<file path="config.mk">
export PLATFORM = sky130hd
export DESIGN_NAME = fft_stage_ctrl
export DESIGN_NICKNAME = d
export VERILOG_FILES = /design/src/rtl/fft_stage_ctrl.sv
export SDC_FILE = /design/constraint.sdc
export NUM_CORES = 1
export LEC_CHECK = 0
export CAP_MARGIN = 0
export CELL_PAD_IN_SITES_DETAIL_PLACEMENT = 1
export CELL_PAD_IN_SITES_GLOBAL_PLACEMENT = 1
export CORE_AREA = 5 5 67 69
export CTS_BUF_LIST = sky130_fd_sc_hd__clkbuf_8
export CTS_CLUSTER_SIZE = 30
export DETAILED_ROUTE_END_ITERATION = 10
export DIE_AREA = 0 0 72 74
export DONT_BUFFER_PORTS = 1
export GPL_TIMING_DRIVEN = 0
export PLACE_DENSITY = 0.81
export SLEW_MARGIN = 20
export SYNTH_ARGS = -nofsm -noshare
export SYNTH_HDL_FRONTEND = slang
export SYNTH_SLANG_ARGS = --single-unit
</file>
<file path="constraint.sdc">
create_clock -name clk -period 7.45 [get_ports clk]
set_clock_uncertainty 0.2 [all_clocks]
set_input_delay 1.49 -clock clk [delete_from_list [all_inputs] [get_ports clk]]
set_output_delay 1.49 -clock clk [all_outputs]
set_load 0.03 [all_outputs]
</file>
<file path="src/rtl/fft_stage_ctrl.sv">
// fft_stage_ctrl
// Sequencer for an in-place, 16-point, radix-2 DIT FFT. Data is assumed
// to be stored in bit-reversed order. The sequencer issues 8 butterfly
// operand pairs per stage for 4 stages. After each stage it waits BF_LAT
// cycles so that the butterfly results are written back before the next
// stage reads them.
//
// Ports
//   clk, rst_n            : clock; asynchronous active-low reset
//   start                 : request one transform; only sampled in IDLE
//   rd_valid              : operand issue strobe
//   rd_addr_a, rd_addr_b  : upper and lower leg operand addresses
//   tw_addr               : twiddle index k of W16^k, valid with rd_valid
//   wr_en                 : result write strobe (rd_valid delayed BF_LAT cycles)
//   wr_addr_a, wr_addr_b  : result addresses (rd_addr_* delayed BF_LAT cycles)
//   stage                 : index of the stage that is issuing
//   busy                  : high while running or draining
//   done                  : one-cycle completion pulse
module fft_stage_ctrl #(
  parameter int unsigned BF_LAT = 2
) (
  input  logic       clk,
  input  logic       rst_n,
  input  logic       start,
  output logic       rd_valid,
  output logic [3:0] rd_addr_a,
  output logic [3:0] rd_addr_b,
  output logic [2:0] tw_addr,
  output logic       wr_en,
  output logic [3:0] wr_addr_a,
  output logic [3:0] wr_addr_b,
  output logic [1:0] stage,
  output logic       busy,
  output logic       done
);

  localparam logic [1:0] ST_IDLE  = 2'd0;
  localparam logic [1:0] ST_RUN   = 2'd1;
  localparam logic [1:0] ST_DRAIN = 2'd2;
  localparam logic [1:0] ST_DONE  = 2'd3;

  localparam logic [1:0] DRAIN_LAST = 2'(BF_LAT - 1);

  logic [1:0] state, n_state;
  logic [1:0] s, n_s;
  logic [2:0] j, n_j;
  logic [1:0] cnt, n_cnt;

  // Next-state logic. The outputs are registered from these next values,
  // so each output is valid in the same cycle as the state that it describes.
  always_comb begin
    n_state = state;
    n_s     = s;
    n_j     = j;
    n_cnt   = cnt;
    case (state)
      ST_IDLE: begin
        if (start) begin
          n_state = ST_RUN;
          n_s     = '0;
          n_j     = '0;
        end
      end
      ST_RUN: begin
        if (j == 3'd7) begin
          n_state = ST_DRAIN;
          n_cnt   = '0;
        end else begin
          n_j = j + 3'd1;
        end
      end
      ST_DRAIN: begin
        if (cnt == DRAIN_LAST) begin
          if (s == 2'd3) begin
            n_state = ST_DONE;
          end else begin
            n_state = ST_RUN;
            n_s     = s + 2'd1;
            n_j     = '0;
          end
        end else begin
          n_cnt = cnt + 2'd1;
        end
      end
      default: n_state = ST_IDLE;
    endcase
  end

  // Butterfly addressing for stage n_s and index n_j.
  // half = 2^s, pos = j mod half, group = j div half.
  logic [3:0] half, pos, grp, a_nx, b_nx;
  logic [2:0] tw_nx;

  always_comb begin
    half  = 4'd1 << n_s;
    pos   = {1'b0, n_j} & (half - 4'd1);
    grp   = {1'b0, n_j} >> n_s;
    a_nx  = (grp << ({1'b0, n_s} + 3'd1)) | pos;
    b_nx  = a_nx + half;
    tw_nx = 3'(pos << (2'd3 - n_s));
  end

  always_ff @(posedge clk or negedge rst_n) begin
    if (!rst_n) begin
      state     <= ST_IDLE;
      s         <= '0;
      j         <= '0;
      cnt       <= '0;
      rd_valid  <= 1'b0;
      rd_addr_a <= '0;
      rd_addr_b <= '0;
      tw_addr   <= '0;
      stage     <= '0;
      busy      <= 1'b0;
      done      <= 1'b0;
    end else begin
      state    <= n_state;
      s        <= n_s;
      j        <= n_j;
      cnt      <= n_cnt;
      rd_valid <= (n_state == ST_RUN);
      busy     <= (n_state == ST_RUN) || (n_state == ST_DRAIN);
      done     <= (n_state == ST_DONE);
      if (n_state == ST_RUN) begin
        rd_addr_a <= a_nx;
        rd_addr_b <= b_nx;
        tw_addr   <= tw_nx;
        stage     <= n_s;
      end
    end
  end

  // Write-back delay line. The address taps shift every cycle. rd_addr_*
  // holds its value between issues, so the tail of the line keeps the last
  // written address while wr_en is low.
  logic [BF_LAT-1:0] v_pipe;
  logic [3:0]        a_pipe [BF_LAT];
  logic [3:0]        b_pipe [BF_LAT];

  always_ff @(posedge clk or negedge rst_n) begin
    if (!rst_n) begin
      v_pipe <= '0;
      for (int unsigned i = 0; i < BF_LAT; i++) begin
        a_pipe[i] <= '0;
        b_pipe[i] <= '0;
      end
    end else begin
      v_pipe[0] <= rd_valid;
      a_pipe[0] <= rd_addr_a;
      b_pipe[0] <= rd_addr_b;
      for (int unsigned i = 1; i < BF_LAT; i++) begin
        v_pipe[i] <= v_pipe[i-1];
        a_pipe[i] <= a_pipe[i-1];
        b_pipe[i] <= b_pipe[i-1];
      end
    end
  end

  assign wr_en     = v_pipe[BF_LAT-1];
  assign wr_addr_a = a_pipe[BF_LAT-1];
  assign wr_addr_b = b_pipe[BF_LAT-1];

endmodule

</file>
# [Word-level counts from Yosys, hierarchy flattened]
# Cells that the tools add are included.
[word_totals] ff_bits=43 out_inout_bits=25 input_bits=3 word_cells=60
[op_classes] n_eq_ne=10 shift=4 mux=17 n_reduce_logical=4 n_bitwise=2 n_addsub=7
[ops] cell="$mux 2" n=9
[ops] cell="$mux 3" n=4
[ops] cell="$pmux 3 s3" n=1
[ops] cell="$eq 2x2->1 const B" n=4
[ops] cell="$pmux 2 s2" n=2
[ops] cell="$eq 2x1->1 const B" n=3
[ops] cell="$pmux 2 s3" n=1
[ops] cell="$add 2x1->2 const B" n=2
[ops] cell="$add 4x4->4" n=1
[ops] cell="$and 3x4->4" n=1
[ops] cell="$ne 2x2->1 const B" n=2
[ops] cell="$or 4x4->4" n=1
[ops] cell="$shl 1x2->4 const A" n=1
[ops] cell="$shl 4x2->3" n=1
[ops] cell="$shl 4x3->4" n=1
[ops] cell="$shr 3x2->4" n=1
[ops] cell="$sub 4x1->4 const B" n=1
[ops] cell="$add 2x1->3 const B" n=1
[ops] cell="$add 3x1->3 const B" n=1
[ops] cell="$eq 3x3->1 const B" n=1
[ops] cell="$reduce_and 3->1" n=1
[ops] cell="$logic_not 2->1" n=1
[ops] cell="$reduce_bool 2->1" n=1
[ops] cell="$sub 2x2->2 const A" n=1
[ops] cell="$logic_or 1x1->1" n=1

# [Depth between registers and ports, before layout]
[depth] ltp_word=9 depth_mapped=15 ltp_nobuf=15

# [Worst setup path after synthesis]
# Ideal clock, no wire load.
[synth_timing] kind="input -> register" startpoint="input port start" endpoint="register rd_addr_b[3]" path_buffers=0 path_slack_ps=3376 path_stages=13 setup_time_ps=138 required_ps=7112 arrival_ps=3736 path_cell_list="or2b_4 -> a21oi_2 -> nor3_4 -> inv_1 -> ha_1 -> xnor2_1 -> a22oi_1 -> inv_1 -> ha_1 -> a21o_1 -> a21oi_1 -> xnor2_1 -> a21oi_1"
[synth_via] elab_chain_cells=7 word_cells_on_any_way=15 cone_classes="add/sub (3); eq/ne (1); shift (3); mux (6); bitwise (2)"
[synth_rtl] element="start: declaration" line_no="24" rtl="input logic start,"
[synth_rtl] element="$mux 2 *" line_no="58" rtl="if (start) begin"
[synth_rtl] element="$pmux 2 s2 *" line_no="56" rtl="case (state)"
[synth_rtl] element="via n_s[0]" line_no="45" rtl="logic [1:0] s, n_s;"
[synth_rtl] element="$shl 1x2->4" line_no="95" rtl="half = 4'd1 << n_s;"
[synth_rtl] element="$sub 4x1->4" line_no="96" rtl="pos = {1'b0, n_j} & (half - 4'd1);"
[synth_rtl] element="$and 3x4->4" line_no="96"
[synth_rtl] element="$or 4x4->4 *" line_no="98" rtl="a_nx = (grp << ({1'b0, n_s} + 3'd1)) | pos;"
[synth_rtl] element="via a_nx[1]" line_no="91" rtl="logic [3:0] half, pos, grp, a_nx, b_nx;"
[synth_rtl] element="$add 4x4->4 *" line_no="99" rtl="b_nx = a_nx + half;"
[synth_rtl] element="end signal: assignment" line_no="126" rtl="rd_addr_b <= b_nx;"
[synth_rtl] element="end: declaration" line_no="27" rtl="output logic [3:0] rd_addr_b,"
# Mark *: on every way through the listed nets, which the timed path passes. The rest lies on a longest branch.
# A chain may end at the register's enable or synchronous reset.

# [Worst setup path in the final report]
# Ends and elaborated chain as after synthesis.

==> results.json <==
{
  "p_int_w": 0.000583,
  "cp.arrival_ns": 4.10,
  "ys_ff_latch": 43,
  "grt_pass1_wl_mm": 7.72,
  "cap_violations": 0,
  "synth.distinct_cells": 49,
  "io_buffers": 0,
  "dieArea_mm2": 0.00533,
  "fin_crit_sh": 0.556,
  "multi_input_area_um2": 836,
  "grt_max_degree": 44,
  "clk_pin_slew_ns": 0.08,
  "outcome": "complete, no violations",
  "vias_per_cell": 5.82,
  "drc": 0,
  "hold_ws_ns": 0.156,
  "p_clk_frac": 0.186,
  "crit_type": "in2reg",
  "grt_pass1_vias": 1550,
  "setup_viol": 0,
  "grt_overflow_total": 0,
  "vias": 1419,
  "synth_area_mm2": 0.00207,
  "fmax_ghz": 0.242,
  "rsz0062_at_grt": "false",
  "synth_fp_nets": 201,
  "endpoint_kind": "register",
  "areaGrowthSynthToFinish_pct": 8.71,
  "first_pass_iters": 4,
  "p_comb_frac": 0.385,
  "period_minus_slack_ns": 4.14,
  "die_w_um": 72,
  "synthMuxAreaShare": 0.0442,
  "gp_congestion": 0.908,
  "postCtsSetupRepairBufs": 0,
  "initial_core_util": 0.536,
  "synth_edf_count": 0,
  "ioPinCount": 28,
  "tns_ns": 0,
  "p_per_area_mw_per_mm2": 442,
  "drive_gt1_frac": 0.165,
  "synth_simple_gate_area_share": 0.120,
  "grt_usage": 0.194,
  "row_count": 23,
  "n_antenna_cell": 0,
  "start_kind": "primary input",
  "cts_tree": "built",
  "ant_nets": 0,
  "routedWlPerCell_um": 18.6,
  "post-place-ws_ns": 3.02,
  "clock_path_buffers": 2,
  "hold_viol_final": 0,
  "p_sw_w": 0.000412,
  "n_fill_cell": 422,
  "synth_xor_area_frac": 0.0169,
  "cts_buffers": 5,
  "layout.nets": 208,
  "ys_warn_count": 0,
  "wirelength_mm": 4.55,
  "ir_drop_v": 0.000211,
  "cp_max_fo": 9,
  "seqPwrFrac": 0.429,
  "synth_async_sr_flop_share": 1.00,
  "cts_resized": 0,
  "slew_viol_final": 0,
  "antenna_found_initial": 0,
  "cts-root-buf": "clkbuf_8",
  "p_leak_nw": 1.01,
  "drt-initial-drc-count": 57,
  "relSlewSlack": 0.618,
  "syn_area_per_cell_um2": 11.1,
  "synth_compound_area_frac": 0.146,
  "total_power_w": 0.000995,
  "worstMarginPinSlew_ns": 0.573,
  "syn_inst": 186,
  "synth_top_family_by_area": "compound AO/OA/AOI/OAI gates",
  "clkSinkCount": 43,
  "coreArea_mm2": 0.00386,
  "regArea_mm2": 0.00108,
  "ctsHoldBuffers": 0,
  "swShare": 0.414,
  "dpl.hpwl_mm": 3.44,
  "die_y_um": 74,
  "synthFlopType": "dfrtp_1",
  "setup_slack_ns": 3.31,
  "clk_latency_ns": 0.29,
  "h-tree-depth": 2,
  "cp_data_required_time_ns": 7.41,
  "yosysSeqAreaShare": 0.520,
  "hold_path.class": "reg2reg",
  "post_synth_fa_ha_maj_area_fraction": 0.0762
}
state kept, by name, indices dropped and copies added (netlist names), 2 cells and up:
name	cells
cnt	2
s	2
tw_addr	3
j	3
rd_addr_a	4
stage	2
rd_addr_b	4
v_pipe	2
b_pipe	4
wr_addr_b	4
a_pipe	4
state	2
wr_addr_a	4
per-layer routing:
| metal | vias up | track usage | share of wire |
|---|---|---|---|
| li1 | 658 | - | - |
| met1 | 715 | 0.225 | 0.40 |
| met3 | 7 | 0.0676 | 0.061 |
| met5 | - | 0 | 0 |
| met2 | 39 | 0.334 | 0.52 |
| met4 | 0 | 0.0689 | 0.019 |
area by class of cell:
type	instances	area share
clock inverters	2	0.0156
well taps	50	0.0278
flip-flops and latches	43	0.479
plain buffers	15	0.0445
clock buffers	6	0.0367
inverters	15	0.0250
multi-input cells	113	0.372
path summary, 6_finish.rpt:
check	slack (ns)	startpoint	endpoint	cells after the start
max reg2reg	3.65	cnt[1]	rd_addr_b[3]	15
min in group asynchronous	0.68	rst_n	cnt[1]	0
min	0.16	a_pipe[6]	wr_addr_a[2]	0
max	3.31	start	rd_addr_b[3]	13
max in group asynchronous	6.28	rst_n	rd_addr_a[3]	0
min reg2reg	0.16	a_pipe[6]	wr_addr_a[2]	0
cell usage after synthesis, types with 2 or more instances:
cell type,n,area share
o21ai_0,7,0.017
a31oi_1,3,0.0091
o21ai_1,3,0.0073
o22ai_1,2,0.0060
and3_1,3,0.0091
xnor2_1,4,0.017
buf_2,2,0.0048
nand2b_1,2,0.0060
o221ai_1,2,0.0085
o211ai_1,2,0.0073
clkbuf_1,3,0.0054
mux2i_1,2,0.0097
ha_1,11,0.067
inv_1,15,0.027
nor2_1,13,0.024
nand2_1,9,0.016
nand3_1,2,0.0048
a21oi_1,9,0.022
nor3_1,2,0.0048
buf_4,9,0.033
a22oi_1,3,0.011
nor2b_1,3,0.0091
dfrtp_1,43,0.52
o21a_1,3,0.011
mux2_2,5,0.027
power groups by stage:
| stage | Combinational, W | Clock [W] | Sequential [W] |
|---|---|---|---|
| after floorplan | 0.000305 | 0 | 0.000410 |
| after global placement | 0.000358 | 0 | 0.000425 |
| after detailed placement | 0.000381 | 0 | 0.000435 |
| after CTS | 0.000382 | 0.000191 | 0.000430 |
| after global routing | 0.000422 | 0.000203 | 0.000436 |
| final | 0.000383 | 0.000185 | 0.000427 |
critical path, cell delays in order:
cell and delay [ns]:
or2b_4 0.21, a21oi_2 0.07, nor3_4 0.38, inv_1 0.16, ha_1 0.29, xnor2_1 0.18, a22oi_1 0.37, inv_1 0.09
ha_1 0.29, a21o_1 0.18, a21oi_1 0.17, xnor2_1 0.13, a21oi_1 0.08
kinds of logic after synthesis:
family	after synthesis
AOI/OAI and AO/OA	45
xor gates and xnor gates	4
adders and majority gates	12
buffers and inverters	30
DFF	43
muxes	8
and+or+nand+nor	44
cell usage in the layout (no fill, tap or decap), types with 2 or more instances in the layout:
cell and count:
clkbuf_1 3, dfrtp_1 43, nor2b_1 3, o21ai_1 3, a31oi_1 3, nor2_1 13, o21ai_0 7, mux2i_1 2
o22ai_1 2, nor3_1 2, o221ai_1 2, inv_1 15, nand2_1 9, a22oi_1 3, clkbuf_8 6, o21a_1 3
ha_1 11, nand2b_1 2, xnor2_1 4, nand3_1 2, mux2_2 5, and3_1 3, buf_4 9, a21oi_1 9
o211ai_1 2, buf_2 2
through the flow:
step,cell area [um^2],utilization,instances
after global routing,2250,0.583,244
final,2250,0.583,244
after global placement,2130,0.553,236
after detailed placement,2130,0.553,236
after CTS,2250,0.583,244
after floorplan,2070,-,186
Note: power is estimated with default switching activity, not from simulation.
